[config.mk]
export PLATFORM = sky130hd
export DESIGN_NAME = cache_dfp_arbiter_flat
export DESIGN_NICKNAME = d
export VERILOG_FILES = /design/src/rtl/cache_dfp_arbiter_pkg.sv /design/src/rtl/cache_dfp_arbiter_if.sv /design/src/rtl/cache_dfp_arbiter_rr_pick.sv /design/src/rtl/cache_dfp_arbiter.sv /design/src/flat_wrapper.sv
export SDC_FILE = /design/constraint.sdc
export NUM_CORES = 1
export LEC_CHECK = 0
export ABC_CLOCK_PERIOD_IN_PS = 5700
export BUFFER_PORTS_ARGS = -buffer_cell sky130_fd_sc_hd__buf_2
export CAP_MARGIN = 10
export CORE_AREA = 2 2 645 647
export DETAILED_ROUTE_END_ITERATION = 8
export DIE_AREA = 0 0 647 649
export GPL_TIMING_DRIVEN = 1
export SYNTH_ARGS = -nofsm -noshare
export SYNTH_HDL_FRONTEND = slang
export SYNTH_SLANG_ARGS = --single-unit
export TNS_END_PERCENT = 10
[constraint.sdc]
create_clock -name clk -period 5.7 [get_ports clk]
set_input_delay 1.71 -clock clk [delete_from_list [all_inputs] [get_ports clk]]
set_output_delay 1.71 -clock clk [all_outputs]
set_load 0.05 [all_outputs]
[src/rtl/cache_dfp_arbiter_pkg.sv]
// Shared types for the two-requester downstream memory port arbiter.
// Combinational helpers only; no state, no backpressure.
package cache_dfp_arbiter_pkg;

  localparam int NUM_DFP_REQ = 2;
  localparam int ADDR_W      = 32;
  localparam int LINE_W      = 256;
  localparam int WDOG_W      = 16;

  typedef enum logic [1:0] {
    ARB_IDLE,
    ARB_BUSY,
    ARB_DRAIN
  } arb_state_t;

  // Command held toward memory for the whole BUSY state.
  typedef struct packed {
    logic [ADDR_W-1:0] addr;
    logic              read;
    logic              write;
    logic [LINE_W-1:0] wdata;
  } dfp_cmd_t;

  function automatic logic [WDOG_W-1:0] sat_inc(input logic [WDOG_W-1:0] v);
    return (&v) ? v : v + 1'b1;
  endfunction

endpackage

[src/rtl/cache_dfp_arbiter_if.sv]
// Requester-side and memory-side bundle of the arbiter; slave = arbiter view, master = environment view.
// Level requests held until a one-cycle resp; no other flow control.
interface cache_dfp_arbiter_if;
  import cache_dfp_arbiter_pkg::*;

  logic [NUM_DFP_REQ-1:0][ADDR_W-1:0] req_addr;
  logic [NUM_DFP_REQ-1:0]             req_read;
  logic [NUM_DFP_REQ-1:0]             req_write;
  logic [NUM_DFP_REQ-1:0][LINE_W-1:0] req_wdata;
  logic [NUM_DFP_REQ-1:0][LINE_W-1:0] req_rdata;
  logic [NUM_DFP_REQ-1:0]             req_resp;

  logic [ADDR_W-1:0] mem_addr;
  logic              mem_read;
  logic              mem_write;
  logic [LINE_W-1:0] mem_wdata;
  logic [LINE_W-1:0] mem_rdata;
  logic              mem_resp;

  modport slave (
    input  req_addr, req_read, req_write, req_wdata, mem_rdata, mem_resp,
    output req_rdata, req_resp, mem_addr, mem_read, mem_write, mem_wdata
  );

  modport master (
    output req_addr, req_read, req_write, req_wdata, mem_rdata, mem_resp,
    input  req_rdata, req_resp, mem_addr, mem_read, mem_write, mem_wdata
  );

endinterface

[src/rtl/cache_dfp_arbiter_rr_pick.sv]
// Two-way round-robin pick: lone requester wins, a tie goes to the port that did not win last.
// Purely combinational, zero latency; no backpressure.
module arb_rr_pick
  import cache_dfp_arbiter_pkg::*;
(
  input  logic [NUM_DFP_REQ-1:0] req,
  input  logic                   last_owner,
  output logic                   grant,
  output logic                   valid
);

  always_comb begin
    valid = |req;
    if (&req) begin
      grant = ~last_owner;
    end else begin
      grant = req[1];
    end
  end

endmodule

[src/rtl/cache_dfp_arbiter.sv]
// Grants one of two cache requesters onto the memory port; command registered 1 cycle after request.
// Requests are level-held until req_resp; a one-cycle DRAIN lets the owner drop before re-arbitration.
module cache_dfp_arbiter
  import cache_dfp_arbiter_pkg::*;
#(
  parameter int TIMEOUT = 1023
) (
  input  logic                  clk,
  input  logic                  rst,
  cache_dfp_arbiter_if.slave    bus,
  output logic                  arb_timeout
);

  localparam int                TO_CLAMP    = (TIMEOUT > 65535) ? 65535 : TIMEOUT;
  localparam logic [WDOG_W-1:0] TIMEOUT_CNT = WDOG_W'(TO_CLAMP);
  localparam logic              WDOG_EN     = (TIMEOUT != 0);

  arb_state_t                state;
  logic                      owner;
  logic                      last_owner;
  dfp_cmd_t                  cmd;
  logic [WDOG_W-1:0]         wdog_cnt;

  logic [NUM_DFP_REQ-1:0]    req_vec;
  logic                      pick_grant;
  logic                      pick_vld;
  logic [WDOG_W-1:0]         wdog_next;
  logic                      wdog_hit;
  logic [NUM_DFP_REQ-1:0]    resp_vec;

  arb_rr_pick u_pick (
    .req        (req_vec),
    .last_owner (last_owner),
    .grant      (pick_grant),
    .valid      (pick_vld)
  );

  always_comb begin
    req_vec   = bus.req_read | bus.req_write;
    wdog_next = sat_inc(wdog_cnt);
    wdog_hit  = WDOG_EN && (wdog_next >= TIMEOUT_CNT);

    // Responses outside BUSY are strays (e.g. after a mid-transaction reset) and are dropped.
    resp_vec = '0;
    if (bus.mem_resp && (state == ARB_BUSY)) begin
      resp_vec[owner] = 1'b1;
    end

    bus.req_resp  = resp_vec;
    bus.req_rdata = {NUM_DFP_REQ{bus.mem_rdata}};
    bus.mem_addr  = cmd.addr;
    bus.mem_read  = cmd.read;
    bus.mem_write = cmd.write;
    bus.mem_wdata = cmd.wdata;
  end

  always_ff @(posedge clk) begin
    if (rst) begin
      state       <= ARB_IDLE;
      owner       <= 1'b0;
      last_owner  <= 1'b1;
      cmd         <= '0;
      wdog_cnt    <= '0;
      arb_timeout <= 1'b0;
    end else begin
      case (state)
        ARB_IDLE: begin
          if (pick_vld) begin
            // Read and write together from one port is resolved as a write.
            cmd.addr   <= bus.req_addr[pick_grant];
            cmd.write  <= bus.req_write[pick_grant];
            cmd.read   <= bus.req_read[pick_grant] & ~bus.req_write[pick_grant];
            cmd.wdata  <= bus.req_wdata[pick_grant];
            owner      <= pick_grant;
            last_owner <= pick_grant;
            wdog_cnt   <= '0;
            state      <= ARB_BUSY;
          end
        end
        ARB_BUSY: begin
          wdog_cnt <= wdog_next;
          if (wdog_hit) begin
            arb_timeout <= 1'b1;
          end
          if (bus.mem_resp) begin
            cmd.read  <= 1'b0;
            cmd.write <= 1'b0;
            state     <= ARB_DRAIN;
          end
        end
        ARB_DRAIN: begin
          state <= ARB_IDLE;
        end
        default: begin
          state <= ARB_IDLE;
        end
      endcase
    end
  end

endmodule

[src/flat_wrapper.sv]
// flat-port wrapper written by rule: the top's interface ports become plain ports
module cache_dfp_arbiter_flat import cache_dfp_arbiter_pkg::*;
#(
  parameter int TIMEOUT = 1023
)
  (clk, rst, arb_timeout, bus_req_addr, bus_req_read, bus_req_write, bus_req_wdata, bus_mem_rdata, bus_mem_resp, bus_req_rdata, bus_req_resp, bus_mem_addr, bus_mem_read, bus_mem_write, bus_mem_wdata);
  cache_dfp_arbiter_if bus_i ();
  input  logic clk;
  input  logic rst;
  output logic arb_timeout;
  input wire logic [$bits(bus_i.req_addr)-1:0] bus_req_addr;
  input wire logic [$bits(bus_i.req_read)-1:0] bus_req_read;
  input wire logic [$bits(bus_i.req_write)-1:0] bus_req_write;
  input wire logic [$bits(bus_i.req_wdata)-1:0] bus_req_wdata;
  input wire logic [$bits(bus_i.mem_rdata)-1:0] bus_mem_rdata;
  input wire logic [$bits(bus_i.mem_resp)-1:0] bus_mem_resp;
  output wire logic [$bits(bus_i.req_rdata)-1:0] bus_req_rdata;
  output wire logic [$bits(bus_i.req_resp)-1:0] bus_req_resp;
  output wire logic [$bits(bus_i.mem_addr)-1:0] bus_mem_addr;
  output wire logic [$bits(bus_i.mem_read)-1:0] bus_mem_read;
  output wire logic [$bits(bus_i.mem_write)-1:0] bus_mem_write;
  output wire logic [$bits(bus_i.mem_wdata)-1:0] bus_mem_wdata;
  assign bus_i.req_addr = bus_req_addr;
  assign bus_i.req_read = bus_req_read;
  assign bus_i.req_write = bus_req_write;
  assign bus_i.req_wdata = bus_req_wdata;
  assign bus_i.mem_rdata = bus_mem_rdata;
  assign bus_i.mem_resp = bus_mem_resp;
  assign bus_req_rdata = bus_i.req_rdata;
  assign bus_req_resp = bus_i.req_resp;
  assign bus_mem_addr = bus_i.mem_addr;
  assign bus_mem_read = bus_i.mem_read;
  assign bus_mem_write = bus_i.mem_write;
  assign bus_mem_wdata = bus_i.mem_wdata;
  cache_dfp_arbiter #(.TIMEOUT(TIMEOUT)) u_core (.clk(clk), .rst(rst), .bus(bus_i), .arb_timeout(arb_timeout));
endmodule
==> results list <==
- For this run, the leading register cell type out of synthesis is sky130_fd_sc_hd__dfxtp_1.
* Worst clock skew on the final layout: 0.0422 ns
- Fraction of final layout cells with drive strength greater than 1: between 30% and 40%
- Final Core Density: 6.45%
- The tool flagged a number of max-cap violations equal to 0.
- The tightest hold path in the finished design has a slack of 0.491 ns.
- Count of different cell masters after synthesis: 51
- Vertical extent of the die: 649 um
* Count of cells resized by post-cts repair: 0
* Share of synthesized flip-flops with an asynchronous set or reset: 0%
* Cell family with the largest share of critical-path delay: buffers and inverters
- The finished cells cover ~0.027 sq mm.
- Area of the mapped netlist: 0.0175 sq mm
* Largest area contributor in the synthesized netlist: sky130_fd_sc_hd__dfxtp_1
- The number of antenna violations at the first check in global routing came to 223.
- Measured against its own limit, the worst slew margin works out to 24.0%.
* Minimum setup slack among reg-to-reg paths: 3.16 ns
* Via count of the first global-routing pass: between 15000 and 20000
- Class of the most critical hold timing path: reg2reg
- Walking the worst path, the cells encountered are buf_2 > and3_1 > buf_2.
- The startpoint identified for the worst register-to-register timing path is u_core.wdog_cnt[0].
- The largest single stage delay on the critical path is roughly 0.29 ns.
- Dpl hpwl: 268000 um
- Share of the synthesized area in the top cell type: 35.6%
- First-iteration detailed-routing DRC count: 1930
* Leakage power total: 9.87 nW
- Post-route clock period utilization: between 70% and 80%
* Worst Path Arrival: 2.32 ns
* Pre-Repair DR Iteration Count: 6
* Max-slew violation count: 0
- Gate power share: 34.0%
- The worst setup path is captured at a primary output.
- Placer's final routability congestion estimate: about 0.97
* Antenna viol nets, final: 0
* Worst setup path start: bus_mem_resp
* Proportion of synthesized chip area in sequential cells: 35.6%
- Data on the critical path is required at its endpoint by 3.99 ns.
- After routing, the total negative slack on setup checks comes to 0 ns.
- The number of setup buffers added after CTS is 0.
* Width of the chip: 647 um
- Synthesized flop and latch total: 311
- Area used by sequential logic in the layout: 0.00623 sq mm
- In this run the number of H-tree levels came out at 2.
- VDD sags by at most 0.000226 V.
* Leading cell type in the layout, fill and taps excluded: sky130_fd_sc_hd__buf_2
- Area of the placeable core: about 0.41 sq mm
* Area Overhead vs Synth: 52.2%
* First-pass GRT wire length: 334000 um
* Number of buffers between clock root and the deepest sink: 3
- Crit path buf inv count: 2
* Routed wire length: 295000 um
- Counting cells, the worst reg-to-reg path comes to 7.
* Count of unresolved DRC violations after routing: 0
- Initial cell density of the core: 4.24%
- Clock network fraction of design power: 37.1%
- Overall via count from detail_route: 19978
- Area contributors post-synth: sky130_fd_sc_hd__dfxtp_1 (36%), sky130_fd_sc_hd__buf_4 (22%), sky130_fd_sc_hd__a311oi_1 (15%)
- Counting every net in the synthesized netlist gives between 3000 and 4000.
- Least-Margin Pin Slew: 1.14 ns
* GRT Overall Usage: 13.5%
- Largest net degree at the start of global routing: 165
* Post-synthesis instance total: 2303
- Of all nets on the critical path, the largest fanout is 3.
- Achievable clock frequency: 0.248 GHz
- Global routing finished with a remaining overflow of 0.
- # nets final: 3413
* Count of hold buffers inserted by post-cts repair: 0
- In this run the worst setup path terminates at bus_req_resp[1].
* Critical path class: in2out
- Final count of hold timing violations: 0
- Critical-path top delay cell: sky130_fd_sc_hd__buf_2
- Sequential cells account for 28.9% of the total power.
- Combined area of the multi-input logic cells: 0.00672 sq mm
- In the final routed layout, each cell accounts on average for 35.8 um.
- Clock slew at the register clock pins of the worst setup and hold paths: approximately 0.06 ns
- Counting flops with a built-in enable in the synthesized netlist gives 0.
- Counting buffers and inverters, the worst setup path is 3 cells deep.
* Number of CTS-inserted buffers: 50
* Full die area: 0.420 sq mm
- Power spread over the standard cell area amounts to 342 mW/mm^2.
* Net switching share of the total power: 45.7%
* Cell area reported after detailed placement: 0.0246 sq mm
- Among the stages of the critical path, the cell type that occurs most often is sky130_fd_sc_hd__buf_2.
- After detailed routing, the number of vias per cell comes to 2.43.
- The clock net in this run drives a total of 311 sinks.
- The endpoint identified for the worst register-to-register timing path is u_core.arb_timeout.
- TritonCTS built the clock tree.
- Port Buffer Count: 875
- Fill cells in the final layout number a little under 50000.
- Internal power comes to 4.95 mW.
- Type of element launching the critical path: primary input
- The average instance in the mapped netlist occupies ~7.6 sq um.
* Final-report setup violation count: 0
- The root buffer cell chosen for the clock tree is sky130_fd_sc_hd__clkbuf_16.
* Run status: complete, no violations
- Unrepaired setup endpoints after global routing: false
- Commonest cells after routing, fill and taps aside: sky130_fd_sc_hd__buf_2 (874), sky130_fd_sc_hd__nand2_1 (596), sky130_fd_sc_hd__dfxtp_1 (311)
* YS warnings: 0
- Row generation in the floorplan step produced 236 rows.
* Minimum clock period: 4.03 ns
- 1644 I/O pins were placed.
* Clk_lat worst skew: 0.76 ns
- The analysis attributes to net switching a power of just over 4 mW.
==> cells by family after synthesis <==
logic type | share of synthesized area [%]
DFF | 35.6
adders and majority gates | 0.0715
buffers and inverters | 26.1
AOI/OAI and AO/OA | 16.6
and+or+nand+nor | 21.3
xor gates and xnor gates | 0.250
muxes | 0.0572
==> flip-flops by register name, summed over array words and instances (netlist names) <==
register and flops:
u_core.owner 1, u_core.bus.mem_write 1, u_core.state 2, u_core.arb_timeout 1, u_core.last_owner 1, u_core.bus.mem_wdata 256, u_core.bus.mem_addr 32, u_core.wdog_cnt 16
u_core.bus.mem_read 1
==> synth_stat cells (2+ instances only) <==
| master | n |
|---|---|
| sky130_fd_sc_hd__o21ai_0 | 5 |
| sky130_fd_sc_hd__nand2b_1 | 4 |
| sky130_fd_sc_hd__nand4_1 | 5 |
| sky130_fd_sc_hd__a311oi_1 | 292 |
| sky130_fd_sc_hd__nand3_2 | 2 |
| sky130_fd_sc_hd__o21ai_1 | 4 |
| sky130_fd_sc_hd__dfxtp_1 | 311 |
| sky130_fd_sc_hd__or3_1 | 2 |
| sky130_fd_sc_hd__o41ai_2 | 2 |
| sky130_fd_sc_hd__a22oi_1 | 3 |
| sky130_fd_sc_hd__nand4_2 | 2 |
| sky130_fd_sc_hd__nor4_1 | 3 |
| sky130_fd_sc_hd__inv_1 | 4 |
| sky130_fd_sc_hd__buf_1 | 10 |
| sky130_fd_sc_hd__and3_1 | 5 |
| sky130_fd_sc_hd__a21o_1 | 4 |
| sky130_fd_sc_hd__buf_2 | 23 |
| sky130_fd_sc_hd__xor2_1 | 3 |
| sky130_fd_sc_hd__buf_4 | 518 |
| sky130_fd_sc_hd__nor2b_1 | 3 |
| sky130_fd_sc_hd__o211ai_1 | 2 |
| sky130_fd_sc_hd__nor2_1 | 307 |
| sky130_fd_sc_hd__nand3b_1 | 2 |
| sky130_fd_sc_hd__xnor2_1 | 2 |
| sky130_fd_sc_hd__nand3_1 | 9 |
| sky130_fd_sc_hd__nand2_1 | 596 |
| sky130_fd_sc_hd__clkbuf_1 | 132 |
| sky130_fd_sc_hd__and3_2 | 2 |
| sky130_fd_sc_hd__a21oi_1 | 15 |
| sky130_fd_sc_hd__a31oi_1 | 5 |
| sky130_fd_sc_hd__nor3_1 | 6 |
==> power groups by stage <==
| stage | Clock, mW | Combinational (mW) | Sequential (mW) |
|---|---|---|---|
| 2_1_floorplan | 0 | 1.72 | 3.56 |
| 3_3_place_gp | 0 | 3.18 | 2.66 |
| 3_5_place_dp | 0 | 3.18 | 2.67 |
| 4_1_cts | 3.56 | 3.19 | 2.62 |
| 5_1_grt | 3.58 | 3.27 | 2.66 |
| 6_report | 3.38 | 3.10 | 2.63 |
==> worst register-to-register path: cells and delay by family, from the launching register on <==
| family | cells | cell delay, ns |
|---|---|---|
| and+or+nand+nor | 3 | 0.83 |
| AOI/OAI and AO/OA | 3 | 0.64 |
| adders and majority gates | 1 | 0.48 |
| DFF | 1 | 0.46 |
==> metrics by stage <==
step,total power [mW],worst slack (ns),instances
finish,9.11,1.67,8238
global route,9.50,1.67,8159
CTS,9.38,1.70,8087
detailed placement,5.85,1.62,7995
global placement,5.84,1.59,7995
floorplan,5.27,1.54,2303
==> worst min path at each step <==
stage / from / to / slack, ns / depth (start not counted)
2_1_floorplan: u_core.owner / u_core.owner / 0.45 / 2
3_5_place_dp: u_core.bus.mem_write / u_core.bus.mem_write / 0.48 / 2
5_1_grt: u_core.bus.mem_write / u_core.bus.mem_write / 0.50 / 2
3_3_place_gp: u_core.bus.mem_write / u_core.bus.mem_write / 0.48 / 2
4_1_cts: u_core.bus.mem_write / u_core.bus.mem_write / 0.48 / 2
6_report: u_core.bus.mem_write / u_core.bus.mem_write / 0.49 / 2
==> cell type report <==
cell class                      count  share of cell area (%)
Antenna cell                      151                    1.42
Clock buffer                       65                    5.18
Clock inverter                     27                    1.11
Inverter                            4                  0.0564
Multi-Input combinational cell   1304                    25.3
Sequential cell                   311                    23.4
Tap cell                         5474                    25.7
Timing Repair Buffer              902                    17.8
==> layer usage <==
layer | vias to the layer above | part of all wire (%) | track usage, %
met5 | - | 0.71 | 1.91
met4 | 164 | 4.3 | 4.75
met3 | 665 | 22 | 13.7
met2 | 2170 | 45 | 21.7
met1 | 8942 | 28 | 11.0
li1 | 8037 | - | -
(Power assumes the default switching activity.)
